File: config.mk
export PLATFORM = sky130hd
export DESIGN_NAME = seq_bit_serializer
export DESIGN_NICKNAME = d
export VERILOG_FILES = /design/src/rtl/seq_bit_serializer.sv
export SDC_FILE = /design/constraint.sdc
export NUM_CORES = 1
export LEC_CHECK = 0
export ABC_AREA = 1
export CORE_ASPECT_RATIO = 0.6
export CORE_MARGIN = 4
export CORE_UTILIZATION = 40
export DETAILED_ROUTE_END_ITERATION = 10
export DONT_BUFFER_PORTS = 1
export SYNTH_ARGS = -nofsm -noshare
export SYNTH_HDL_FRONTEND = slang
export SYNTH_SLANG_ARGS = --single-unit
File: constraint.sdc
create_clock -name clk -period 1.52 [get_ports clk]
set_input_delay 0.228 -clock clk [delete_from_list [all_inputs] [get_ports clk]]
set_output_delay 0.228 -clock clk [all_outputs]
set_load 0.01 [all_outputs]
File: src/rtl/seq_bit_serializer.sv
// Parallel-to-serial front end: WIDTH-bit words in over valid/ready, one bit per clock out on ser_bit.
// Latency: word accepted at edge E shows its first bit in cycle E+2 and its last bit in cycle E+1+WIDTH.
// Backpressure: in_ready drops while the one-word holding register is full; a held word follows with no idle gap.
module seq_bit_serializer #(
  parameter int unsigned WIDTH     = 8,
  parameter bit          MSB_FIRST = 1'b1
) (
  input  logic             clk,
  input  logic             reset,
  input  logic [WIDTH-1:0] in_data,
  input  logic             in_valid,
  output logic             in_ready,
  output logic             ser_bit,
  output logic             ser_valid,
  output logic             frame_start,
  output logic             busy
);

  localparam int unsigned CW = (WIDTH > 2) ? $clog2(WIDTH) : 1;

  localparam logic [CW-1:0] CNT_LAST = CW'(WIDTH - 1);
  localparam logic [CW-1:0] CNT_ONE  = CW'(1);

  typedef enum logic {
    ST_IDLE  = 1'b0,
    ST_SHIFT = 1'b1
  } state_t;

  // Registered state and its next-state values.
  state_t           state_q,     state_d;
  logic [WIDTH-1:0] sh_q,        sh_d;
  logic [CW-1:0]    cnt_q,       cnt_d;
  logic [WIDTH-1:0] hold_q,      hold_d;
  logic             hold_full_q, hold_full_d;

  logic             accept;
  logic             last_bit;
  logic [WIDTH-1:0] sh_shifted;

  // The holding register is the only entry point, so ready is simply "hold is empty".
  // Reset is folded in so nothing is ever accepted during a reset cycle.
  assign in_ready = ~hold_full_q & ~reset;
  assign accept   = in_valid & in_ready;
  assign last_bit = (cnt_q == CNT_LAST);

  // Move the next bit to the output end, zero-filling so an idle shifter always reads 0.
  assign sh_shifted = MSB_FIRST ? {sh_q[WIDTH-2:0], 1'b0}
                                : {1'b0, sh_q[WIDTH-1:1]};

  // Next-state logic: accept into hold, reload hold into the shifter, shift one bit per cycle.
  always_comb begin
    state_d     = state_q;
    sh_d        = sh_q;
    cnt_d       = cnt_q;
    hold_d      = hold_q;
    hold_full_d = hold_full_q;

    // An accept can never coincide with a reload: accept needs hold empty, reload needs it full.
    if (accept) begin
      hold_d      = in_data;
      hold_full_d = 1'b1;
    end

    unique case (state_q)
      ST_IDLE: begin
        if (hold_full_q) begin
          sh_d        = hold_q;
          cnt_d       = '0;
          hold_full_d = 1'b0;
          state_d     = ST_SHIFT;
        end
      end

      ST_SHIFT: begin
        if (!last_bit) begin
          sh_d  = sh_shifted;
          cnt_d = cnt_q + CNT_ONE;
        end else if (hold_full_q) begin
          // Chain straight into the held word so the bit stream has no gap.
          sh_d        = hold_q;
          cnt_d       = '0;
          hold_full_d = 1'b0;
        end else begin
          sh_d    = '0;
          cnt_d   = '0;
          state_d = ST_IDLE;
        end
      end

      default: begin
        state_d = ST_IDLE;
      end
    endcase
  end

  // State registers with synchronous active-high reset; a reset discards any word in flight.
  always_ff @(posedge clk) begin
    if (reset) begin
      state_q     <= ST_IDLE;
      sh_q        <= '0;
      cnt_q       <= '0;
      hold_q      <= '0;
      hold_full_q <= 1'b0;
    end else begin
      state_q     <= state_d;
      sh_q        <= sh_d;
      cnt_q       <= cnt_d;
      hold_q      <= hold_d;
      hold_full_q <= hold_full_d;
    end
  end

  // Outputs decode registered state only; the shifter is cleared whenever it goes idle,
  // so ser_bit reads 0 outside live bits without extra gating.
  assign ser_bit     = MSB_FIRST ? sh_q[WIDTH-1] : sh_q[0];
  assign ser_valid   = (state_q == ST_SHIFT);
  assign frame_start = (state_q == ST_SHIFT) && (cnt_q == '0);
  assign busy        = (state_q == ST_SHIFT) || hold_full_q;

  // A data bit is only ever presented while the shifter is live.
  a_bit_only_when_valid : assert property (@(posedge clk) disable iff (reset)
    ser_bit |-> ser_valid);

  // A full holding register always blocks the producer.
  a_no_accept_when_full : assert property (@(posedge clk) disable iff (reset)
    hold_full_q |-> !in_ready);

endmodule
==> metrics.cfg, run 1 <==
[outcome]
run_status = finished clean

[die]
start_util = 0.436
die_y_um = 46.5
rows = 13
die-area_um2 = 3350
pin_count = 16
core-area_um2 = 2260
chipWidth_um = 72.1

[synthesis]
synth.area.top_cells = dfxtp_1, nand2_1, nand3_1
syn_area_um2 = 986
synth_cell_types = 16
syn-num-nets = 153
synth_top_area_share = 0.426
ys_seq_area_frac = 0.426
yosys.area.top_type = dfxtp_1
yosysWarnings = 0
synthCells = 138
ys_seq_elements = 21
syn_area_per_cell_um2 = 7.14

[power_and_ir_drop]
p_leak_nw = 0.576
peakVddDrop_mv = 0.427
total_power_mw = 1.08
power_density_nw_per_um2 = 997

[setup_path]
path_class = register to register
end_kind = register
slowest_stage = dfxtp_1
cp_max_fo = 8
cp.arrival_ns = 1.48
max_stage_delay_ns = 0.33
crit_path_start_kind = register
cp.required_ns = 1.68
crit_chain = ha_1, ha_1, inv_2, nand2_1, nand2_1, nand3_1, nand2_1, inv_1
cp_common_cell = nand2_1
path_delay_family = simple AND/OR/NAND/NOR gates
worst-path-buf-inv = 2

[route]
wl_mm = 1.79
drc = 0
via_per_inst = 4.72
num_vias = 821
ant_nets = 0
routedWlPerCell_um = 10.3
dr.pass1.iters = 4
drtIter0Drc = 41

[timing]
report.final.slew_viol_count = 0
fin_skew_ns = 0.00145
final-hold-violation-count = 0
period_needed_ns = 1.31
fin_crit_sh = 0.865
fmax_mhz = 761
setup_ws_ns = 0.206
fin_tns_setup_ns = 0
slew_headroom = 0.795
rsz0062_at_grt = no
setup_viol = 0
worstMarginPinSlew_ns = 0.307

[global_route]
grt_start_max_net_pins = 18
grt_usage = 0.124
antenna_found_initial = 0
grt-ovfl-total = 0
grt_pass1_vias = 685
grt_pass1_wl_mm = 3.11

[layout]
syn_to_final_growth_pct = 10.2
antennaDiodeCount = 0
nets = 160
layout_common_cells = nand2_1, nand3_1, dfxtp_1
drive_gt1_frac = 0.167
fill_cells = 234
final_common_cell = nand2_1

[min_path]
hp-class = primary input to register

[job]
max-cap-violations = 0

[clock_network]
postCtsSetupRepairBufs = 0
cts.sinks = 21
cts_resized = 0
cts_buffers = 3
cts_tree = done
ctsHtreeMaxLevel = 1
clkLatencyLatePin_ns = 0.26
clk_path_buf_depth = 2
cts_hold_buf = 0
cts-root-buf = clkbuf_8
clkTransAtPathRegs_ns = 0.07

[placed_design]
gp_congestion = 0.733
hpwlAfterDp_mm = 1.37
dp_slack_ns = 0.209
io_buffers = 0

[per-stage QoR]
stage | hold slack (ns) | util | instances | area, um^2
global route | 0.0218 | 0.480 | 174 | 1090
finish | 0.0283 | 0.480 | 174 | 1090
detailed placement | 0.304 | 0.460 | 170 | 1040
global placement | 0.299 | 0.460 | 170 | 1040
CTS | 0.0230 | 0.480 | 174 | 1090
floorplan | 0.297 | - | 138 | 986
[registers in the layout (all words and copies together) (netlist names)]
name,cells
cnt_q,3
hold_full_q,1
hold_q,8
ser_valid,1
sh_q,8
[routing by layer]
metal,global-route usage,vias to the layer above,share of wire,wire length [um]
li1,-,435,-,-
met1,0.161,367,0.52,926
met2,0.186,14,0.41,742
met3,0.0479,5,0.060,108
met4,0.0449,0,0.010,18
met5,0,-,0,0
[cell families after synthesis]
kind of cell / after synthesis / synth area share
simple gates: 81 / 0.372
fa+ha+maj: 4 / 0.0508
compound gates: 7 / 0.0355
buf+inv: 25 / 0.115
flops: 21 / 0.426
[final timing paths]
kind	startpoint	endpoint	slack [ns]	cells after the start
hold / removal	reset	cnt_q[2]	0.03	1
setup reg to reg	cnt_q[1]	sh_q[6]	0.21	8
hold reg to reg	hold_q[5]	hold_q[5]	0.47	2
setup / recovery	cnt_q[1]	sh_q[6]	0.21	8
[layout make-up]
class / instances / area [um^2] / share of cell area
Inverter: 21 / 86.3 / 0.0795
Timing Repair Buffer: 6 / 45.0 / 0.0415
Tap cell: 30 / 37.5 / 0.0346
Sequential cell: 21 / 420 / 0.387
Multi-Input combinational cell: 92 / 452 / 0.416
Clock buffer: 4 / 45.0 / 0.0415
[Yosys cell counts]
cell      count
a21oi_1       5
buf_2         1
buf_4         3
clkinv_1      2
dfxtp_1      21
ha_1          4
inv_1        15
inv_2         3
inv_8         1
nand2_1      44
nand2_2       8
nand2_4       1
nand3_1      24
nor2_1        2
nor2_2        2
o21ai_1       2
[report_power, final]
| group | leakage [nW] | switching [mW] | internal (mW) |
|---|---|---|---|
| clock network | 0.0228 | 0.172 | 0.187 |
| logic | 0.382 | 0.0775 | 0.0442 |
| registers | 0.172 | 0.0229 | 0.579 |
| total | 0.576 | 0.272 | 0.810 |
Note: power is estimated with default switching activity, not from simulation.
==> run 2, diff against run 1 <==
- DONT_BUFFER_PORTS: 1 -> default
==> metrics.cfg, run 2 (same netlist as run 1, synthesis figures left out) <==
[route]
drt-met1-wl_mm = 1.05  ; was 926 um
wl_met3_um = 74  ; was 108 um
ant_nets = 0  ; unchanged
route.met2.wl_um = 911  ; was 742 um
drc = 0  ; unchanged
routedWlPerCell_um = 10.8  ; was 10.3 um
drtIter0Drc = 24  ; was 41
dr.pass1.iters = 6  ; was 4
highest_layer = met4  ; unchanged
wl_mm = 2.05  ; was 1.79 mm
num_vias = 859  ; was 821
via_per_inst = 4.54  ; was 4.72

[timing]
worstMarginPinSlew_ns = 0.306  ; was 0.307 ns
fmax_mhz = 684  ; was 761 MHz
setup_ws_ns = 0.0589  ; was 0.206 ns
final-hold-violation-count = 0  ; unchanged
report.final.slew_viol_count = 0  ; unchanged
setup_viol = 0  ; unchanged
slew_headroom = 0.795  ; about the same
fin_crit_sh = 0.961  ; was 0.865
fin_skew_ns = 0.00160  ; was 0.00145 ns
period_needed_ns = 1.46  ; was 1.31 ns
rsz0062_at_grt = no  ; unchanged
fin_tns_setup_ns = 0  ; unchanged

[power_and_ir_drop]
peakVddDrop_mv = 0.473  ; was 0.427 mV
p_int_mw = 0.844  ; was 0.810 mW
power_density_nw_per_um2 = 912  ; was 997 nW/um^2
p_leak_nw = 0.639  ; was 0.576 nW
p_switching_mw = 0.287  ; was 0.272 mW
pwr-share-clk = 0.314  ; was 0.331
sequentialPowerShare = 0.530  ; was 0.556
p_sw_frac = 0.254  ; was 0.252
p_comb_frac = 0.156  ; was 0.112

[die]
pin_count = 16  ; unchanged
die-area_um2 = 3350  ; unchanged
core-area_um2 = 2260  ; unchanged
chipWidth_um = 72.1  ; unchanged
die_y_um = 46.5  ; unchanged
rows = 13  ; unchanged
start_util = 0.436  ; unchanged

[global_route]
antenna_found_initial = 0  ; unchanged
grt_pass1_wl_mm = 3.45  ; was 3.11 mm
grt-ovfl-total = 0  ; unchanged
grt_start_max_net_pins = 18  ; unchanged
grt_pass1_vias = 801  ; was 685
grt_usage = 0.137  ; was 0.124

[job]
max-cap-violations = 0  ; unchanged

[setup_path]
rrSetupSlack_ns = 0.18  ; was 0.21 ns
worst-path-buf-inv = 2  ; unchanged
path_delay_family = buffers and inverters  ; was simple AND/OR/NAND/NOR gates
reg2reg_depth = 8  ; unchanged
crit_path_start_kind = register  ; unchanged
slowest_stage = clkdlybuf4s50_1  ; was dfxtp_1
cp.required_ns = 1.29  ; was 1.68 ns
cp.arrival_ns = 1.23  ; was 1.48 ns
cp_max_fo = 3  ; was 8
end_kind = output pin  ; was register
crit_chain = nor2_2, inv_2, clkdlybuf4s50_1  ; was ha_1, ha_1, inv_2, nand2_1, nand2_1, nand3_1, nand2_1, inv_1
path_class = register to output pin  ; was register to register
r2r_start = cnt_q[1]  ; unchanged
max_stage_delay_ns = 0.52  ; was 0.33 ns
timing.rr.end = sh_q[1]  ; was sh_q[6]

[min_path]
hold_depth = 2  ; was 1
worstHoldStart = hold_q[3]  ; was reset
hp-class = register to register  ; was primary input to register
hold_end = hold_q[3]  ; was cnt_q[2]

[layout]
nets = 175  ; was 160
final_common_cell = nand2_1  ; unchanged
fill_cells = 222  ; was 234
top_regs = hold_q (8), sh_q (8), cnt_q (3)  ; unchanged
syn_to_final_growth_pct = 25.8  ; was 10.2%
stdcell_count = 189  ; was 174
layout_common_cells = nand2_1, nand3_1, dfxtp_1  ; unchanged
drive_gt1_frac = 0.176  ; was 0.167
antennaDiodeCount = 0  ; unchanged

[placed_design]
dp_cells = 185  ; was 170
hpwlAfterDp_mm = 1.57  ; was 1.37 mm
gp_congestion = 0.793  ; was 0.733
io_buffers = 15  ; was 0
dp_slack_ns = -0.0896  ; was 0.209 ns

[clock_network]
ctsHtreeMaxLevel = 1  ; unchanged
clkLatencyLatePin_ns = 0.26  ; about the same
cts.sinks = 21  ; unchanged
cts-root-buf = clkbuf_8  ; unchanged
cts_tree = done  ; unchanged
cts_hold_buf = 0  ; unchanged
clkTransAtPathRegs_ns = 0.07  ; about the same
clk_path_buf_depth = 2  ; unchanged
cts_buffers = 3  ; unchanged

[outcome]
run_status = finished clean  ; unchanged

run 2: cell count changes in the layout (fill, tap and decap cells not counted):
cell,previous run,this run
clkdlybuf4s50_1,0,13
dfxtp_1,21,18
dfxtp_2,0,3
clkbuf_1,1,0
clkdlybuf4s15_1,0,1
clkinv_2,0,1
dlygate4sd2_1,0,1
run 2: layer usage:
layer  up-vias  track usage
met1       378        0.166
li1        467            -
met3         2       0.0458
met5         -            0
met4         0       0.0337
met2        12        0.237
run 2: worst max path at each step:
stage	cells after the start	startpoint	end	slack, ns
after detailed placement	3	reset	in_ready	-0.09
after global routing	3	hold_full_q	busy	0.002
after CTS	3	hold_full_q	busy	0.04
after global placement	3	reset	in_ready	-0.06
final	3	hold_full_q	busy	0.06
after floorplan	8	cnt_q[0]	sh_q[1]	0.26
run 2: final cells by class:
cell class	count	area [um^2]	area share
flip-flops and latches	21	424	0.342
repair buffers	21	194	0.156
multi-input cells	92	452	0.364
clock inverters	1	5.00	0.00404
inverters	21	86.3	0.0696
well taps	30	37.5	0.0303
clock buffers	3	41.3	0.0333
run 2: per-stage QoR:
| step | hold WS, ns | cell area, um^2 | power (mW) | utilization |
|---|---|---|---|---|
| 5_1_grt | 0.494 | 1240 | 1.19 | 0.548 |
| 3_3_place_gp | 0.457 | 1190 | 0.785 | 0.527 |
| 6_report | 0.467 | 1240 | 1.13 | 0.548 |
| 2_1_floorplan | 0.297 | 986 | 0.707 | - |
| 3_5_place_dp | 0.461 | 1190 | 0.789 | 0.527 |
| 4_1_cts | 0.471 | 1240 | 1.15 | 0.547 |
run 2: power by group through the flow:
stage / clock network [mW] / registers [mW] / logic, mW
6_report: 0.355 / 0.599 / 0.176
5_1_grt: 0.392 / 0.602 / 0.196
4_1_cts: 0.374 / 0.599 / 0.177
3_5_place_dp: 0 / 0.611 / 0.179
3_3_place_gp: 0 / 0.610 / 0.176
2_1_floorplan: 0 / 0.608 / 0.0994
run 2: repair_timing:
| action | 4_1_cts | 5_1_grt |
|---|---|---|
| buffers inserted | 0 | 0 |
| gates resized for setup | 4 | 2 |
| endpoints found under the hold margin | 0 | 0 |
| endpoints found under the setup margin | 3 | 1 |
run 2: worst reg2reg max path: stages (launching register included):
cell	delay, ns
dfxtp_1	0.33
ha_1	0.20
ha_1	0.19
inv_2	0.05
nand2_1	0.16
nand2_1	0.13
nand3_1	0.08
nand2_1	0.06
inv_1	0.03
==> run 3, diff against run 2 <==
- PLACE_DENSITY: default -> 0.73
==> metrics.cfg, run 3 (same netlist as run 1, synthesis figures left out) <==
[global_route]
grt_start_max_net_pins = 18  ; unchanged
grt_usage = 0.138  ; was 0.137
antenna_found_initial = 0  ; unchanged
grt-ovfl-total = 0  ; unchanged
grt_pass1_wl_mm = 3.47  ; was 3.45 mm
grt_pass1_vias = 814  ; was 801

[power_and_ir_drop]
peakVddDrop_mv = 0.427  ; was 0.473 mV
p_leak_nw = 0.636  ; was 0.639 nW
power_density_nw_per_um2 = 923  ; was 912 nW/um^2

[setup_path]
worst-path-buf-inv = 2  ; unchanged
cp_max_fo = 4  ; was 3
cp.required_ns = 1.29  ; about the same
crit_chain = nor2_4, inv_2, clkdlybuf4s50_1  ; was nor2_2, inv_2, clkdlybuf4s50_1
crit_path_start_kind = register  ; unchanged
end_kind = output pin  ; unchanged
slowest_stage = clkdlybuf4s50_1  ; unchanged
max_stage_delay_ns = 0.52  ; about the same
path_delay_family = buffers and inverters  ; unchanged
path_class = register to output pin  ; unchanged
cp.arrival_ns = 1.24  ; was 1.23 ns

[timing]
worstMarginPinSlew_ns = 0.291  ; was 0.306 ns
setup_ws_ns = 0.0490  ; was 0.0589 ns
slew_headroom = 0.806  ; was 0.795
rsz0062_at_grt = no  ; unchanged
fin_skew_ns = 0.00468  ; was 0.00160 ns
fin_crit_sh = 0.968  ; was 0.961
period_needed_ns = 1.47  ; was 1.46 ns
final-hold-violation-count = 0  ; unchanged
fmax_mhz = 680  ; was 684 MHz
report.final.slew_viol_count = 0  ; unchanged
setup_viol = 0  ; unchanged

[route]
wl_mm = 2.10  ; was 2.05 mm
drtIter0Drc = 44  ; was 24
via_per_inst = 4.87  ; was 4.54
drc = 0  ; unchanged
dr.pass1.iters = 4  ; was 6
routedWlPerCell_um = 11.2  ; was 10.8 um
ant_nets = 0  ; unchanged
num_vias = 916  ; was 859

[die]
core-area_um2 = 2260  ; unchanged
die-area_um2 = 3350  ; unchanged
pin_count = 16  ; unchanged
rows = 13  ; unchanged
chipWidth_um = 72.1  ; unchanged
start_util = 0.436  ; unchanged
die_y_um = 46.5  ; unchanged

[clock_network]
clkTransAtPathRegs_ns = 0.08  ; was 0.07 ns
ctsHtreeMaxLevel = 1  ; unchanged
clkLatencyLatePin_ns = 0.26  ; about the same
postCtsSetupRepairBufs = 0  ; unchanged
clk_path_buf_depth = 2  ; unchanged
cts.sinks = 21  ; unchanged
cts-root-buf = clkbuf_8  ; unchanged
cts_tree = done  ; unchanged
cts_buffers = 3  ; unchanged

[layout]
multi_input_area_um2 = 457  ; was 452 um^2
antennaDiodeCount = 0  ; unchanged
seq_area_um2 = 427  ; was 424 um^2
syn_to_final_growth_pct = 25.5  ; was 25.8%
fin_util = 0.547  ; was 0.548
layout_common_cells = nand2_1, nand3_1, dfxtp_1  ; unchanged
final_common_cell = nand2_1  ; unchanged
fill_cells = 202  ; was 222
nets = 174  ; was 175
drive_gt1_frac = 0.165  ; was 0.176
top_regs = hold_q (8), sh_q (8), cnt_q (3)  ; unchanged

[placed_design]
hpwlAfterDp_mm = 1.53  ; was 1.57 mm
io_buffers = 15  ; unchanged
dp_slack_ns = -0.155  ; was -0.0896 ns
gp_congestion = 0.759  ; was 0.793

[min_path]
hp-class = register to register  ; unchanged

[job]
max-cap-violations = 0  ; unchanged

[outcome]
run_status = finished clean  ; unchanged

==> run 3: changes by cell type in the layout (fill, tap and decap cells not counted) <==
cell and delta:
buf_4 -1, clkbuf_1 +1, clkdlybuf4s15_1 -1, clkinv_2 -1, dfxtp_2 -1, dfxtp_4 +1, dlygate4sd2_1 +1, nor2_2 -1
nor2_4 +1
==> run 3: final cells by class <==
cell class,count,area share
sequential,21,0.345
timing repair buffer,20,0.150
clock buffer,4,0.0364
inverter,21,0.0698
tap,30,0.0303
multi-input combinational,92,0.369
==> run 3: repair_timing <==
item                                    4_1_cts  5_1_grt
endpoints found under the hold margin         0        0
endpoints found under the setup margin        3        2
gates resized for setup                       4        3
hold buffers                                  0        0
==> run 3: worst min-delay path, stage by stage, from the launching register on <==
cell     delay [ns]
dfxtp_1        0.31
nand3_1        0.07
nand2_1        0.04
==> run 3: metal layers <==
layer	wire [um]	vias to the layer above	global-route usage
met5	0	-	0
met4	28	0	0.0637
met3	128	4	0.0523
met2	981	21	0.228
met1	963	427	0.160
li1	-	464	-
==> run 3: final timing paths <==
check | from | end | slack, ns | cells after the start
worst max register to register | cnt_q[0] | sh_q[4] | 0.16 | 8
worst max-delay path | hold_full_q | busy | 0.05 | 3
worst min-delay path | hold_q[7] | hold_q[7] | 0.47 | 2
worst min register to register | hold_q[7] | hold_q[7] | 0.47 | 2
==> run 3: report_power, final <==
part	internal, mW	leakage (nW)	switching (mW)
sequential	0.580	0.173	0.0200
clock	0.187	0.0228	0.180
combinational	0.0790	0.441	0.0958
total	0.846	0.636	0.296
==> run 3: per-stage QoR <==
stage	instance area [um^2]	TNS [ns]	std cells	hold WS, ns	power (mW)
2_1_floorplan	986	0	138	0.297	0.707
3_3_place_gp	1180	-0.120	184	0.454	0.781
5_1_grt	1240	0	188	0.487	1.19
4_1_cts	1230	0	188	0.468	1.15
6_report	1240	0	188	0.466	1.14
3_5_place_dp	1180	-0.155	184	0.457	0.785
